`config.mk`:
```
export PLATFORM = sky130hd
export DESIGN_NAME = turfio_multisync_gen
export DESIGN_NICKNAME = d
export VERILOG_FILES = /design/src/rtl/turfio_multisync_gen.sv
export SDC_FILE = /design/constraint.sdc
export NUM_CORES = 1
export LEC_CHECK = 0
export CORE_ASPECT_RATIO = 0.6
export CORE_UTILIZATION = 50
export DETAILED_ROUTE_END_ITERATION = 8
export DONT_BUFFER_PORTS = 1
export HOLD_SLACK_MARGIN = 0.15
export PLACE_DENSITY = 0.75
export SETUP_SLACK_MARGIN = 0.3
export SYNTH_ARGS = -nofsm -noshare
export SYNTH_HDL_FRONTEND = slang
export SYNTH_SLANG_ARGS = --single-unit
```
`constraint.sdc`:
```
create_clock -name sysclk_i -period 2.5 [get_ports sysclk_i]
set_clock_uncertainty 0.15 [all_clocks]
set_input_delay 0.5 -clock sysclk_i [delete_from_list [all_inputs] [get_ports sysclk_i]]
set_output_delay 0.5 -clock sysclk_i [all_outputs]
set_load 0.005 [all_outputs]
```
`src/rtl/turfio_multisync_gen.sv`:
```
// Phase-locked sync marker generator with armed external SYNC pulse.
// Optional completed-sync statistics counter: TURFIO_MULTISYNC_STATS_EN.
module turfio_multisync_gen #(
    parameter int NCHAN       = 7,
    parameter int PERIOD_BITS = 4,
    parameter int COUNT_WIDTH = 48
) (
    input  logic                         sysclk_i,
    input  logic                         sysclk_rst_i,
    input  logic                         sync_req_i,
    input  logic                         en_ext_sync_i,
    input  logic [PERIOD_BITS-1:0]       sync_offset_i,
    input  logic [NCHAN*PERIOD_BITS-1:0] chan_offset_i,
    input  logic [NCHAN-1:0]             chan_en_i,
    output logic                         sync_o,
    output logic [NCHAN-1:0]             chan_sync_o,
    output logic                         ext_sync_o,
    output logic [COUNT_WIDTH-1:0]       sysclk_count_o,
    output logic                         sync_busy_o,
    output logic                         sync_done_o,
    output logic [15:0]                  sync_count_o
);

    localparam logic [PERIOD_BITS-1:0] PH_MAX = '1;

    typedef enum logic [1:0] {IDLE, ARMED, PULSE} state_t;

    state_t                   state_q, state_d;
    logic [PERIOD_BITS-1:0]   phase_q, phase_d;
    logic [COUNT_WIDTH-1:0]   count_q, count_d;
    logic                     sync_q, sync_d;
    logic [NCHAN-1:0]         chan_q, chan_d;
    logic                     ext_q, ext_d;
    logic                     busy_q, busy_d;
    logic                     done_q, done_d;
    logic                     clr_cnt;
    logic                     phase_max;
    logic [PERIOD_BITS-1:0]   tgt;

    assign phase_max = (phase_q == PH_MAX);
    assign phase_d   = phase_q + PERIOD_BITS'(1);

    // State register
    always_ff @(posedge sysclk_i) begin
        if (sysclk_rst_i) state_q <= IDLE;
        else              state_q <= state_d;
    end

    // Next-state logic; abort on disable wins over the period boundary
    always_comb begin
        state_d = state_q;
        unique case (state_q)
            IDLE:  if (sync_req_i && en_ext_sync_i) state_d = ARMED;
            ARMED: begin
                if (!en_ext_sync_i)  state_d = IDLE;
                else if (phase_max)  state_d = PULSE;
            end
            PULSE: if (phase_max) state_d = IDLE;
            default: state_d = IDLE;
        endcase
    end

    // Output decode, registered below
    always_comb begin
        ext_d   = (state_d == PULSE);
        busy_d  = (state_d != IDLE);
        done_d  = (state_q == PULSE) && phase_max;
        clr_cnt = (state_q == ARMED) && en_ext_sync_i && phase_max;
    end

    always_comb begin
        sync_d = (phase_q == sync_offset_i);
        chan_d = '0;
        tgt    = '0;
        for (int i = 0; i < NCHAN; i++) begin
            tgt       = sync_offset_i + chan_offset_i[i*PERIOD_BITS +: PERIOD_BITS];
            chan_d[i] = chan_en_i[i] && (phase_q == tgt);
        end
    end

    assign count_d = clr_cnt ? '0 : count_q + COUNT_WIDTH'(1);

    always_ff @(posedge sysclk_i) begin
        if (sysclk_rst_i) begin
            phase_q <= '0;
            count_q <= '0;
            sync_q  <= 1'b0;
            chan_q  <= '0;
            ext_q   <= 1'b0;
            busy_q  <= 1'b0;
            done_q  <= 1'b0;
        end else begin
            phase_q <= phase_d;
            count_q <= count_d;
            sync_q  <= sync_d;
            chan_q  <= chan_d;
            ext_q   <= ext_d;
            busy_q  <= busy_d;
            done_q  <= done_d;
        end
    end

`ifdef TURFIO_MULTISYNC_STATS_EN
    logic [15:0] sync_count_q;

    always_ff @(posedge sysclk_i) begin
        if (sysclk_rst_i)
            sync_count_q <= '0;
        else if (done_d && sync_count_q != 16'hFFFF)
            sync_count_q <= sync_count_q + 16'd1;
    end

    assign sync_count_o = sync_count_q;
`else
    assign sync_count_o = '0;
`endif

    assign sync_o         = sync_q;
    assign chan_sync_o    = chan_q;
    assign ext_sync_o     = ext_q;
    assign sysclk_count_o = count_q;
    assign sync_busy_o    = busy_q;
    assign sync_done_o    = done_q;

endmodule

```
==> results of run 1 <==
-- worst reg2reg max path, cell delays in order (launching register included) --
cell,delay [ns]
dfxtp_1,0.44
nand3_2,0.24
nor4_4,0.48
nand4_4,0.20
or4_1,0.44
a21oi_1,0.14
-- per-layer routing --
layer / up-vias / global-route usage, % / part of all wire, %
li1: 1446 / - / -
met1: 1378 / 30.42 / 45
met2: 142 / 34.61 / 44
met3: 9 / 9.675 / 9.5
met4: 0 / 7.359 / 1.0
met5: - / 0 / 0
-- power breakdown --
| group | switching (W) | internal, W | total (W) |
|---|---|---|---|
| Sequential | 0.0000111 | 0.00105 | 0.00106 |
| Clock | 0.000444 | 0.00113 | 0.00157 |
| Combinational | 0.000139 | 0.000153 | 0.000292 |
-- layout by cell type (no fill, tap or decap), types with 14 or more instances in the layout --
master,instances
dfxtp_1,62
ha_1,23
xor2_1,33
conb_1,16
xnor2_1,52
nor2_1,58
nand4_1,22
nand3_1,14
a21oi_1,15
nand2_1,20
buf_4,21
-- repair_timing --
action | CTS | global route
pin swaps | 2 | 5
resized for setup | 2 | 8
hold buffers | 1 | 0
hold endpoints to repair | 9 | 0
setup buffers | 0 | 4
endpoints found under the setup margin | 4 | 15
-- worst paths after layout --
check / start / end / slack (ns) / depth (start not counted)
max: sysclk_count_o[17] / sysclk_count_o[35] / 0.35 / 5
min: chan_en_i[1] / chan_sync_o[1] / 0.20 / 2
min reg2reg: sysclk_count_o[0] / sysclk_count_o[0] / 0.31 / 1
max reg2reg: sysclk_count_o[17] / sysclk_count_o[35] / 0.35 / 5
-- flip-flops by register name, summed over array words and instances, names as in the netlist --
signal	flops
state_q	2
sync_done_o	1
sysclk_count_o	48
sync_busy_o	1
sync_o	1
ext_sync_o	1
phase_q	4
chan_sync_o	7
-- final cells by class --
type                    count  area share, %
well taps                 104          2.952
flip-flops and latches     65          29.61
clock buffers              11          5.734
clock inverters             5          2.838
multi-input cells         331          54.02
inverters                   7         0.5961
repair buffers             23          4.258
-- stage by stage --
stage / total power (W) / instances / worst slack, ns / cell area [sq um] / utilization (%)
global placement: 0.001360 / 525 / 0.3070 / 3939 / 54.20
detailed placement: 0.001374 / 525 / 0.2150 / 3939 / 54.20
CTS: 0.002950 / 542 / 0.2767 / 4340 / 59.73
global route: 0.003031 / 546 / 0.2945 / 4408 / 60.66
floorplan: 0.001344 / 428 / 0.4845 / 3815 / -
finish: 0.002925 / 546 / 0.3543 / 4408 / 60.66
-- Yosys cell counts (all sizes together), types with 7 or more instances --
library cell / instances
nand3: 17
xnor2: 52
nand4: 25
dfxtp: 65
a21oi: 15
nand4b: 7
inv: 7
xor2: 33
fa: 7
or3: 7
nor2: 58
buf: 18
nor3: 12
ha: 23
a21o: 7
o21ai: 8
nor4: 11
clkbuf: 7
nand2: 20
-- logic make-up after synthesis --
| kind of cell | Yosys count | synth area share (%) |
|---|---|---|
| adders and majority gates | 30 | 11.38 |
| AOI/OAI and AO/OA | 33 | 5.093 |
| DFF | 65 | 34.62 |
| buffers and inverters | 32 | 4.794 |
| xor gates and xnor gates | 85 | 19.81 |
| other | 1 | 0.09977 |
| and+or+nand+nor | 167 | 24.20 |
==> summary.md, run 1 <==
| Metric | Value |
|---|---|
| Mapped Area | `around 0.0038 sq mm` |
| Crit-path max cell delay | `0.48 ns` |
| Min cycle time layout | `~2.1 ns` |
| Ys Warns | `0` |
| Storage element area | `around 0.0013 sq mm` |
| Critical path launch point type | `flop` |
| Worst path bufs/invs | `0` |
| Ant. Diodes | `0` |
| Count of cell types in the netlist | `36` |
| Synth Register Bits | `between 60 and 70` |
| WL/cell | `~16 um` |
| GR Util All Layers | `a little under a quarter` |
| Average vias per placed instance | `between 5 and 6` |
| WL final | `8696 um` |
| Skew-Pair Late Insertion Delay | `about 0.32 ns` |
| TritonCTS clock tree | `done` |
| Core Region | `0.007267 sq mm` |
| Port bufs | `0` |
| Slew Viols, Final | `0` |
| Area leader, netlist | `dfxtp_1` |
| Area share of the largest cell type after synthesis | `between 30% and 40%` |
| Sum Neg Setup Slack | `0 ns` |
| Final ANT Viol Nets | `0` |
| First-pass GRT wire length | `14,380 um` |
| Die X | `113.9 um` |
| Post-DP HPWL | `approximately 6500 um` |
| Root Buffer | `clkbuf_16` |
| Area occupied by multi-input gates | `about 0.0024 sq mm` |
| Sink Count | `65` |
| # setup viols final | `0` |
| Top cells by area, synth | `dfxtp_1 35%, xnor2_1 12%, xor2_1 7.7%, ha_1 7.7%, nor2_1 5.8%` |
| Top cell family by delay on the critical path | `simple AND/OR/NAND/NOR gates` |
| CTS buffer count | `9` |
| Area Growth Syn to Fin | `17.28%` |
| Fin nets | `between 500 and 600` |
| H-tree level count | `3` |
| Worst min-delay path class | `in -> reg` |
| Fmax achieved | `between 400 and 500 MHz` |
| Number of global-route vias before repair | `2,898` |
| Sequential-to-total area share from yosys stat | `between 30% and 40%` |
| RSZ-0062 raised after global routing | `no` |
| Critical path class | `reg -> reg` |
| Initial antenna violation count | `0` |
| CP arrival | `approximately 2.3 ns` |
| DR vias | `approximately 3k` |
| Tcrit/Tclk final | `roughly 86%` |
| Crit-path slowest cell | `nor4_4` |
| Outcome | `finished, final reports clean` |
| Final GP Congestion | `approximately 0.84` |
| Post-Syn Instances | `just over 400` |
| Max VDD drop | `around 0.4 mV` |
| Worst path cell trace | `nand3_2, nor4_4, nand4_4, or4_1, a21oi_1` |
| Power Density | `approximately 660 mW/mm^2` |
| Clk buf depth | `2` |
| Top FF cell, synth | `dfxtp_1` |
| Post-synth EDFFs | `0` |
| Initial DRC Count | `210` |
| Max-cap viol count | `0` |
| First-pass DRT Iterations | `4` |
| Crit path max fanout | `7` |
| Required time of the critical path | `~2.6 ns` |
| Initial Utilization | `approximately half` |
| DIE AREA | `0.007879 sq mm` |
| Gr ovfl total | `0` |
| Syn Area/Cell | `9.101 sq um` |
| Fraction of layout cells with a size suffix above 1 | `12.67%` |
| Clock Pin Slew Worst Setup and Hold Paths | `0.06 ns` |
| I/O pin cnt | `roughly 120` |
| # fillers | `about 620` |
| Final Hold Vio Count | `0` |
| Static Leak | `~1.7 nW` |
| Worst Setup End Kind | `flop` |
| Async SR Flop Fraction | `0%` |
| Die Y | `approximately 69 um` |
| Pin count of the biggest net entering global routing | `41` |
| Final hold slack | `slightly below 0.2 ns` |
| # rows | `24` |
| Remaining DRCs | `0` |
(Power assumes the default switching activity.)
==> inputs of run 2 (changes only) <==
Settings changed: CELL_PAD_IN_SITES_DETAIL_PLACEMENT set to 0, CELL_PAD_IN_SITES_GLOBAL_PLACEMENT set to 1, CORE_UTILIZATION 50 to 47, PLACE_DENSITY 0.75 to 0.9, SETUP_SLACK_MARGIN 0.3 to unset.
==> run 2 against run 1 <==
Net effect: critical path depth rose by 1; wire length rose by 0.87%; register-to-register slack got worse by 0.13 ns; sequential share of layout area rose by 1.2 points; power fell by 17%; core utilization fell by 4.3 points.
==> summary.md, run 2 (synthesized netlist as in run 1, its figures left out) <==
| Metric | Value |
|---|---|
| Outcome | `finished, final reports clean` |
| Setup bufs post-CTS | `0 (unchanged)` |
| Fraction of layout cells with a size suffix above 1 | `10.02% (-2.6 points)` |
| R2R Setup Slk | `0.23 ns (-0.13 ns)` |
| H-tree level count | `3 (unchanged)` |
| Die Y | `71.27 um (+3.1%)` |
| Core Region | `0.007507 sq mm (+3.3%)` |
| Remaining DRCs | `0 (unchanged)` |
| Clk buf depth | `2 (unchanged)` |
| DIE AREA | `0.008371 sq mm (+6.2%)` |
| Worst min-delay path class | `in -> reg` |
| Final Hold Vio Count | `0 (unchanged)` |
| Initial DRC Count | `192 (-8.6%)` |
| Skew-Pair Late Insertion Delay | `0.32 ns (about the same)` |
| WL final | `8772 um (+0.87%)` |
| Ant. Diodes | `0 (unchanged)` |
| Tcrit/Tclk final | `90.97% (+5.1 points)` |
| Power Density | `577.0 mW/mm^2 (-13%)` |
| I/O pin cnt | `118 (unchanged)` |
| Fmax achieved | `439.7 MHz (-5.6%)` |
| Initial antenna violation count | `0 (unchanged)` |
| CP arrival | `2.37 ns (+0.11 ns)` |
| Worst slew pin tran | `between 0.5 and 0.6 ns` |
| Final core occ | `56.35% (-4.3 points)` |
| Sum Neg Setup Slack | `0 ns (unchanged)` |
| Crit path max fanout | `5 (-2)` |
| Slew HR | `64.56%` |
| TritonCTS clock tree | `done` |
| RSZ-0062 raised after global routing | `no` |
| First-pass GRT wire length | `14,280 um (-0.72%)` |
| Max-cap viol count | `0 (unchanged)` |
| Min cycle time layout | `2.274 ns (+0.1284 ns)` |
| Commonest non-fill, non-tap cells in the layout | `65 x dfxtp_1, 58 x nor2_1, 52 x xnor2_1, 33 x xor2_1, 23 x ha_1` |
| Number of global-route vias before repair | `2,864 (-1.2%)` |
| WL/cell | `16.15 um (+1.4%)` |
| Critical path class | `reg -> reg` |
| Gr ovfl total | `0 (unchanged)` |
| Port bufs | `0 (unchanged)` |
| Final hold slack | `0.1950 ns (-0.002457 ns)` |
| Critical path launch point type | `flop` |
| Area Growth Syn to Fin | `12.55%` |
| Initial Utilization | `50.07% (-1.7 points)` |
| Final GP Congestion | `0.7909 (-6.1%)` |
| Static Leak | `1.598 nW (-5.4%)` |
| Fin nets | `510 (unchanged)` |
| DR vias | `2,944 (-1.0%)` |
| Post-DP HPWL | `6762 um (+3.6%)` |
| First-pass DRT Iterations | `4 (unchanged)` |
| Clock Pin Slew Worst Setup and Hold Paths | `0.05 ns (about the same)` |
| Required time of the critical path | `2.60 ns (about the same)` |
| GR Util All Layers | `22.15% (-1.1 points)` |
| Average vias per placed instance | `5.422 (-0.50%)` |
| Worst Setup End Kind | `flop` |
| Max VDD drop | `0.3813 mV (-4.6%)` |
| Sink Count | `65 (unchanged)` |
| CTS buffer count | `9 (unchanged)` |
| Pin count of the biggest net entering global routing | `26 (-37%)` |
| # setup viols final | `0 (unchanged)` |
| Cts hold-fix bufs | `1 (unchanged)` |
| Root Buffer | `clkbuf_16` |
| Slew Viols, Final | `0 (unchanged)` |
| Die X | `117.5 um (+3.1%)` |
| Final ANT Viol Nets | `0 (unchanged)` |
| # rows | `24 (unchanged)` |
| Max FFs per register | `48 (unchanged)` |
| Number of gates resized after cts | `0 (-2)` |
| Commonest non-fill, non-tap cell in the layout | `dfxtp_1` |
run 2: worst paths after layout:
path / depth (start not counted) / start / to
max: 6 / sysclk_count_o[0] / sysclk_count_o[38]
min: 2 / chan_en_i[4] / chan_sync_o[4]
max reg2reg: 6 / sysclk_count_o[0] / sysclk_count_o[38]
min reg2reg: 1 / state_q[0] / sync_done_o
run 2: worst max-delay path: stages (launching register included):
cell and delay [ns]:
dfxtp_1 0.43, ha_1 0.22, nand3_1 0.16, nor4_2 0.44
nand4_1 0.27, or3_1 0.38, a21oi_1 0.15
run 2: power breakdown:
part           switching, W  internal, W
registers         0.0000105      0.00105
clock network      0.000401     0.000678
logic              0.000145     0.000154
run 2: per-layer routing:
layer	global-route usage, %	vias up	part of all wire, %	wire length (um)
met3	10.67	7	9.2	810
met2	31.76	95	41	3585
met1	29.14	1397	49	4288
li1	-	1445	-	-
met4	7.550	0	1.0	88
met5	0	-	0	0
run 2: stage by stage:
| step | total power, W | area [sq um] | cells | setup WS [ns] |
|---|---|---|---|---|
| final | 0.002441 | 4230 | 543 | 0.2259 |
| after global routing | 0.002550 | 4230 | 543 | 0.06662 |
| after CTS | 0.002468 | 4230 | 543 | 0.2289 |
| after detailed placement | 0.001379 | 3969 | 529 | 0.2478 |
| after global placement | 0.001362 | 3969 | 529 | 0.3463 |
| after floorplan | 0.001344 | 3815 | 428 | 0.4845 |
run 2: cell type report:
| cell class | count | area, sq um |
|---|---|---|
| timing repair buffer | 23 | 187.7 |
| sequential | 65 | 1301 |
| clock inverter | 1 | 5.005 |
| multi-input combinational | 331 | 2333 |
| clock buffer | 12 | 246.5 |
| fill | 695 | 3277 |
| inverter | 7 | 26.28 |
| tap | 104 | 130.1 |
==> inputs of run 3 (changes only) <==
Settings changed: SKIP_CTS_REPAIR_TIMING set to 1.
==> run 3 against run 2 <==
Net effect: worst hold slack improved by 0.0014 ns; first-iteration DRC count rose by 7.8%; power barely moved; sequential cell count did not move; sequential power barely moved; critical endpoint unchanged; largest cell class unchanged; highest routed layer unchanged.
==> summary.md, run 3 (synthesized netlist as in run 1, its figures left out) <==
| Metric | Value |
|---|---|
| WL/cell | `16.15 um (about the same)` |
| Storage element area | `0.001301 sq mm (unchanged)` |
| GR Util All Layers | `21.92% (-0.23 points)` |
| Worst min-delay path class | `in -> reg` |
| RSZ-0062 raised after global routing | `no` |
| Final ANT Viol Nets | `0 (unchanged)` |
| Port bufs | `0 (unchanged)` |
| Fraction of layout cells with a size suffix above 1 | `10.02% (unchanged)` |
| Fmax achieved | `434.9 MHz (-1.1%)` |
| TritonCTS clock tree | `done` |
| Required time of the critical path | `2.60 ns (about the same)` |
| Min cycle time layout | `2.299 ns (+0.02509 ns)` |
| Tcrit/Tclk final | `91.97% (+1.0 points)` |
| Outcome | `finished, final reports clean` |
| Max-cap viol count | `0 (unchanged)` |
| Initial DRC Count | `207 (+7.8%)` |
| Slew HR | `65.12% (+0.56 points)` |
| Max FFs per register | `48 (unchanged)` |
| Gr ovfl total | `0 (unchanged)` |
| Worst slew pin tran | `0.5232 ns (-0.008329 ns)` |
| Final GP Congestion | `0.7909 (unchanged)` |
| Crit path max fanout | `5 (unchanged)` |
| Sum Neg Setup Slack | `0 ns (unchanged)` |
| Sink Count | `65 (unchanged)` |
| DR vias | `2,959 (+0.51%)` |
| Design area | `0.004230 sq mm (unchanged)` |
| Clk buf depth | `2 (unchanged)` |
| Commonest non-fill, non-tap cell in the layout | `dfxtp_1` |
| Number of global-route vias before repair | `2,855 (-0.31%)` |
| Fin nets | `510 (unchanged)` |
| # fillers | `695 (unchanged)` |
| Die X | `117.5 um (unchanged)` |
| Critical path class | `reg -> reg` |
| Critical path capture point | `sysclk_count_o[38]` |
| Static Leak | `1.598 nW (unchanged)` |
| Remaining DRCs | `0 (unchanged)` |
| DIE AREA | `0.008371 sq mm (unchanged)` |
| Core Region | `0.007507 sq mm (unchanged)` |
| Critical path launch point type | `flop` |
| Worst reg2reg startpoint | `sysclk_count_o[0]` |
| Worst Setup End Kind | `flop` |
| Clock Pin Slew Worst Setup and Hold Paths | `0.05 ns (about the same)` |
| Average vias per placed instance | `5.449 (+0.51%)` |
| Die Y | `71.27 um (unchanged)` |
| Initial antenna violation count | `0 (unchanged)` |
| Worst setup path start | `sysclk_count_o[0]` |
| H-tree level count | `3 (unchanged)` |
| R2R Setup Slk | `0.20 ns (-0.03 ns)` |
| CP arrival | `2.40 ns (+0.03 ns)` |
| Final Hold Vio Count | `0 (unchanged)` |
| Commonest non-fill, non-tap cells in the layout | `65 x dfxtp_1, 58 x nor2_1, 52 x xnor2_1, 33 x xor2_1, 23 x ha_1` |
| Crit-path max cell delay | `0.46 ns (+0.02 ns)` |
| Skew-Pair Late Insertion Delay | `0.32 ns (about the same)` |
| First-pass DRT Iterations | `4 (unchanged)` |
| WL final | `8771 um (about the same)` |
| First-pass GRT wire length | `14,120 um (-1.1%)` |
| Placement Cell Area | `0.003969 sq mm (unchanged)` |
| Area Growth Syn to Fin | `12.55% (unchanged)` |
| Max VDD drop | `0.3806 mV (-0.17%)` |
| # setup viols final | `0 (unchanged)` |
| Root Buffer | `clkbuf_16` |
| I/O pin cnt | `118 (unchanged)` |
| # rows | `24 (unchanged)` |
| Worst path cell trace | `ha_1, nand3_1, nor4_2, nand4_1, or3_1, a21oi_1` |
| Pin count of the biggest net entering global routing | `26 (unchanged)` |
| Worst Reg-to-Reg Cells | `6 (unchanged)` |
| Crit-path slowest cell | `nor4_2` |
| Power Density | `576.8 mW/mm^2 (about the same)` |
| Post-DP HPWL | `6762 um (unchanged)` |
| Initial Utilization | `50.07% (unchanged)` |
| Slew Viols, Final | `0 (unchanged)` |
| CTS buffer count | `9 (unchanged)` |
| Ant. Diodes | `0 (unchanged)` |
| End of the worst register-to-register path | `sysclk_count_o[38]` |
| Area occupied by multi-input gates | `0.002333 sq mm (unchanged)` |
## run 3: critical path, delay by kind of cell, from the launching register on
family          cells  cell delay, ns
compound gates      1            0.15
fa+ha+maj           1            0.22
flops               1            0.43
simple gates        4            1.27
## run 3: area by class of cell
cell class                      count  area share, %
Inverter                            7         0.6211
Timing Repair Buffer               23          4.437
Tap cell                          104          3.076
Multi-Input combinational cell    331          55.16
Clock inverter                      1         0.1183
Sequential cell                    65          30.76
Clock buffer                       12          5.827
## run 3: how the worst min path moves through the flow
stage / start / endpoint / slack [ns] / cells after the start
after global routing: chan_en_i[4] / chan_sync_o[4] / 0.18 / 2
final: chan_en_i[4] / chan_sync_o[4] / 0.20 / 2
after CTS: sysclk_rst_i / phase_q[0] / 0.08 / 1
after global placement: state_q[0] / sync_done_o / 0.32 / 1
after floorplan: state_q[0] / sync_done_o / 0.29 / 1
after detailed placement: state_q[0] / sync_done_o / 0.32 / 1
## run 3: metal layers
metal / routed length (um) / track usage (%)
met3: 844 / 10.75
met4: 131 / 8.405
met2: 3574 / 30.97
met5: 0 / 0
met1: 4220 / 28.74
## run 3: where the power goes
group	switching (W)	internal, W	leakage [nW]
clock network	0.000401	0.000678	0.124
registers	0.0000104	0.00105	0.525
logic	0.000144	0.000154	0.948
total	0.000555	0.00188	1.60
## run 3: stage by stage
stage	hold slack [ns]	setup slack (ns)	utilization [%]	cells	power, W
5_1_grt	0.1786	0.06662	56.35	543	0.002549
6_report	0.1963	0.2008	56.35	543	0.002440
3_5_place_dp	0.3205	0.2478	52.87	529	0.001379
2_1_floorplan	0.2880	0.4845	-	428	0.001344
3_3_place_gp	0.3222	0.3463	52.87	529	0.001362
4_1_cts	0.07539	0.2289	56.22	542	0.002464
==> variant (settings of run 1) <==
Re-encode `state_t` (3 states) as one-hot, 3 bits wide.
--- a/src/rtl/turfio_multisync_gen.sv
+++ b/src/rtl/turfio_multisync_gen.sv
@@ -23,7 +23,7 @@
 
     localparam logic [PERIOD_BITS-1:0] PH_MAX = '1;
 
-    typedef enum logic [1:0] {IDLE, ARMED, PULSE} state_t;
+    typedef enum logic [2:0] {IDLE = 3'b001, ARMED = 3'b010, PULSE = 3'b100} state_t;
 
     state_t                   state_q, state_d;
     logic [PERIOD_BITS-1:0]   phase_q, phase_d;
Check against the original RTL: no difference found for any inputs over 10 cycles, from zero or initial values and one cycle with sysclk_rst_i high; not proved beyond that.
==> variant against run 1 <==
- sequential cell count up 1
- via count up 7.7%
- power down 4.3%
- sequential share of layout area up 0.41 points
- combinational power up 1%
- design area up 2.0%
- core utilization up 0.73 points
- setup slack better by 0.0093 ns
- synthesized area up 2.0%
- wire length up 7.1%
- highest routed layer unchanged
==> variant: results (changes against run 1) <==
{
  "outcome": {
    "status": "finished clean"
  },
  "setup_path": {
    "cp_data_arrival_time": {"value": 2.21, "unit": "ns", "change": "-0.05 ns"},
    "timing.critical_path.slowest_stage_cell": "sky130_fd_sc_hd__or4_1",
    "timing.critical_path.fanout_max": {"value": 6, "change": "-1"}
  },
  "grt": {
    "gr-usage-all-layers": {"value": 24.27, "unit": "%", "change": "+1.0 points"},
    "grt_pass1_wl": {"value": 14970, "unit": "µm", "change": "+4.1%"}
  },
  "sta": {
    "fin_crit": {"value": 2.136, "unit": "ns", "change": "-0.009292 ns"}
  },
  "floorplan": {
    "core_area": {"value": 0.007327, "unit": "mm²", "change": "+0.83%"}
  },
  "place": {
    "placed_cells": {"value": 544, "change": "+3.6%"},
    "dpl.hpwl": {"value": 7031, "unit": "µm", "change": "+7.7%"},
    "preCtsSetupSlack": {"value": 0.1356, "unit": "ns", "change": "-0.07938 ns"}
  },
  "routing": {
    "route.detailed.wl_per_inst": {"value": 16.49, "unit": "µm", "change": "+3.5%"},
    "drt_first_iter_violations": {"value": 179, "change": "-15%"}
  },
  "layout": {
    "design.final.nets": {"value": 529, "change": "+3.7%"},
    "drive_above_1_share": {"value": 16.05, "unit": "%", "change": "+3.4 points"},
    "finalNonFillerCells": {"value": 565, "change": "+3.5%"}
  },
  "power": {
    "power.ir.vdd_worst": {"value": 0.3712, "unit": "mV", "change": "-7.2%"},
    "cellInternalPower": {"value": 2.189, "unit": "mW", "change": "-6.1%"},
    "power_frac_clock": {"value": 50.9, "unit": "%", "change": "-2.8 points"},
    "power.switching": {"value": 609.5, "unit": "µW", "change": "+2.5%"}
  },
  "clock_network": {
    "post-cts-setup-buffer-count": {"value": 2, "change": "+2"}
  },
  "synthesis": {
    "synth_commonest_cells": "sky130_fd_sc_hd__dfxtp_1, sky130_fd_sc_hd__xnor2_1, sky130_fd_sc_hd__nor2_1",
    "post_synth_fa_ha_maj_area_fraction": {"value": 11.16, "unit": "%", "change": "-0.22 points"},
    "synth-xor-area-share": {"value": 18.51, "unit": "%", "change": "-1.3 points"},
    "synth_cell_types": {"value": 33, "change": "-8.3%"},
    "synthesis.area_per_instance": {"value": 8.773, "unit": "µm²", "change": "-3.6%"},
    "synth_seq_area_share": {"value": 34.46, "unit": "%", "change": "-0.16 points"}
  }
}
-- variant: cell type report --
cell class              count  area (µm²)
fillers                   623        2829
multi-input cells         348        2470
flip-flops and latches     66        1350
clock inverters             7       117.6
clock buffers               9       225.2
inverters                   8       30.03
repair buffers             23       175.2
well taps                 104       130.1
-- variant: path summary, 6_finish.rpt --
path,startpoint,end,depth (start not counted)
worst max-delay path,sysclk_count_o[33],sysclk_count_o[47],5
worst min-delay path,chan_en_i[2],chan_sync_o[2],2
worst max register to register,sysclk_count_o[33],sysclk_count_o[47],5
worst min register to register,sysclk_count_o[0],sysclk_count_o[0],1
-- variant: metal layers --
layer	GRT usage, %	up-vias	routed length [µm]
met1	33.73	1539	4351
met4	6.782	0	154
met2	35.48	120	4017
met3	8.217	17	793
met5	0	-	0
li1	-	1529	-
-- variant: kinds of logic after synthesis --
kind of cell | count (synthesis)
buf+inv | 38
xor+xnor | 81
simple gates | 175
compound gates | 46
other cells | 1
flops | 66
fa+ha+maj | 30
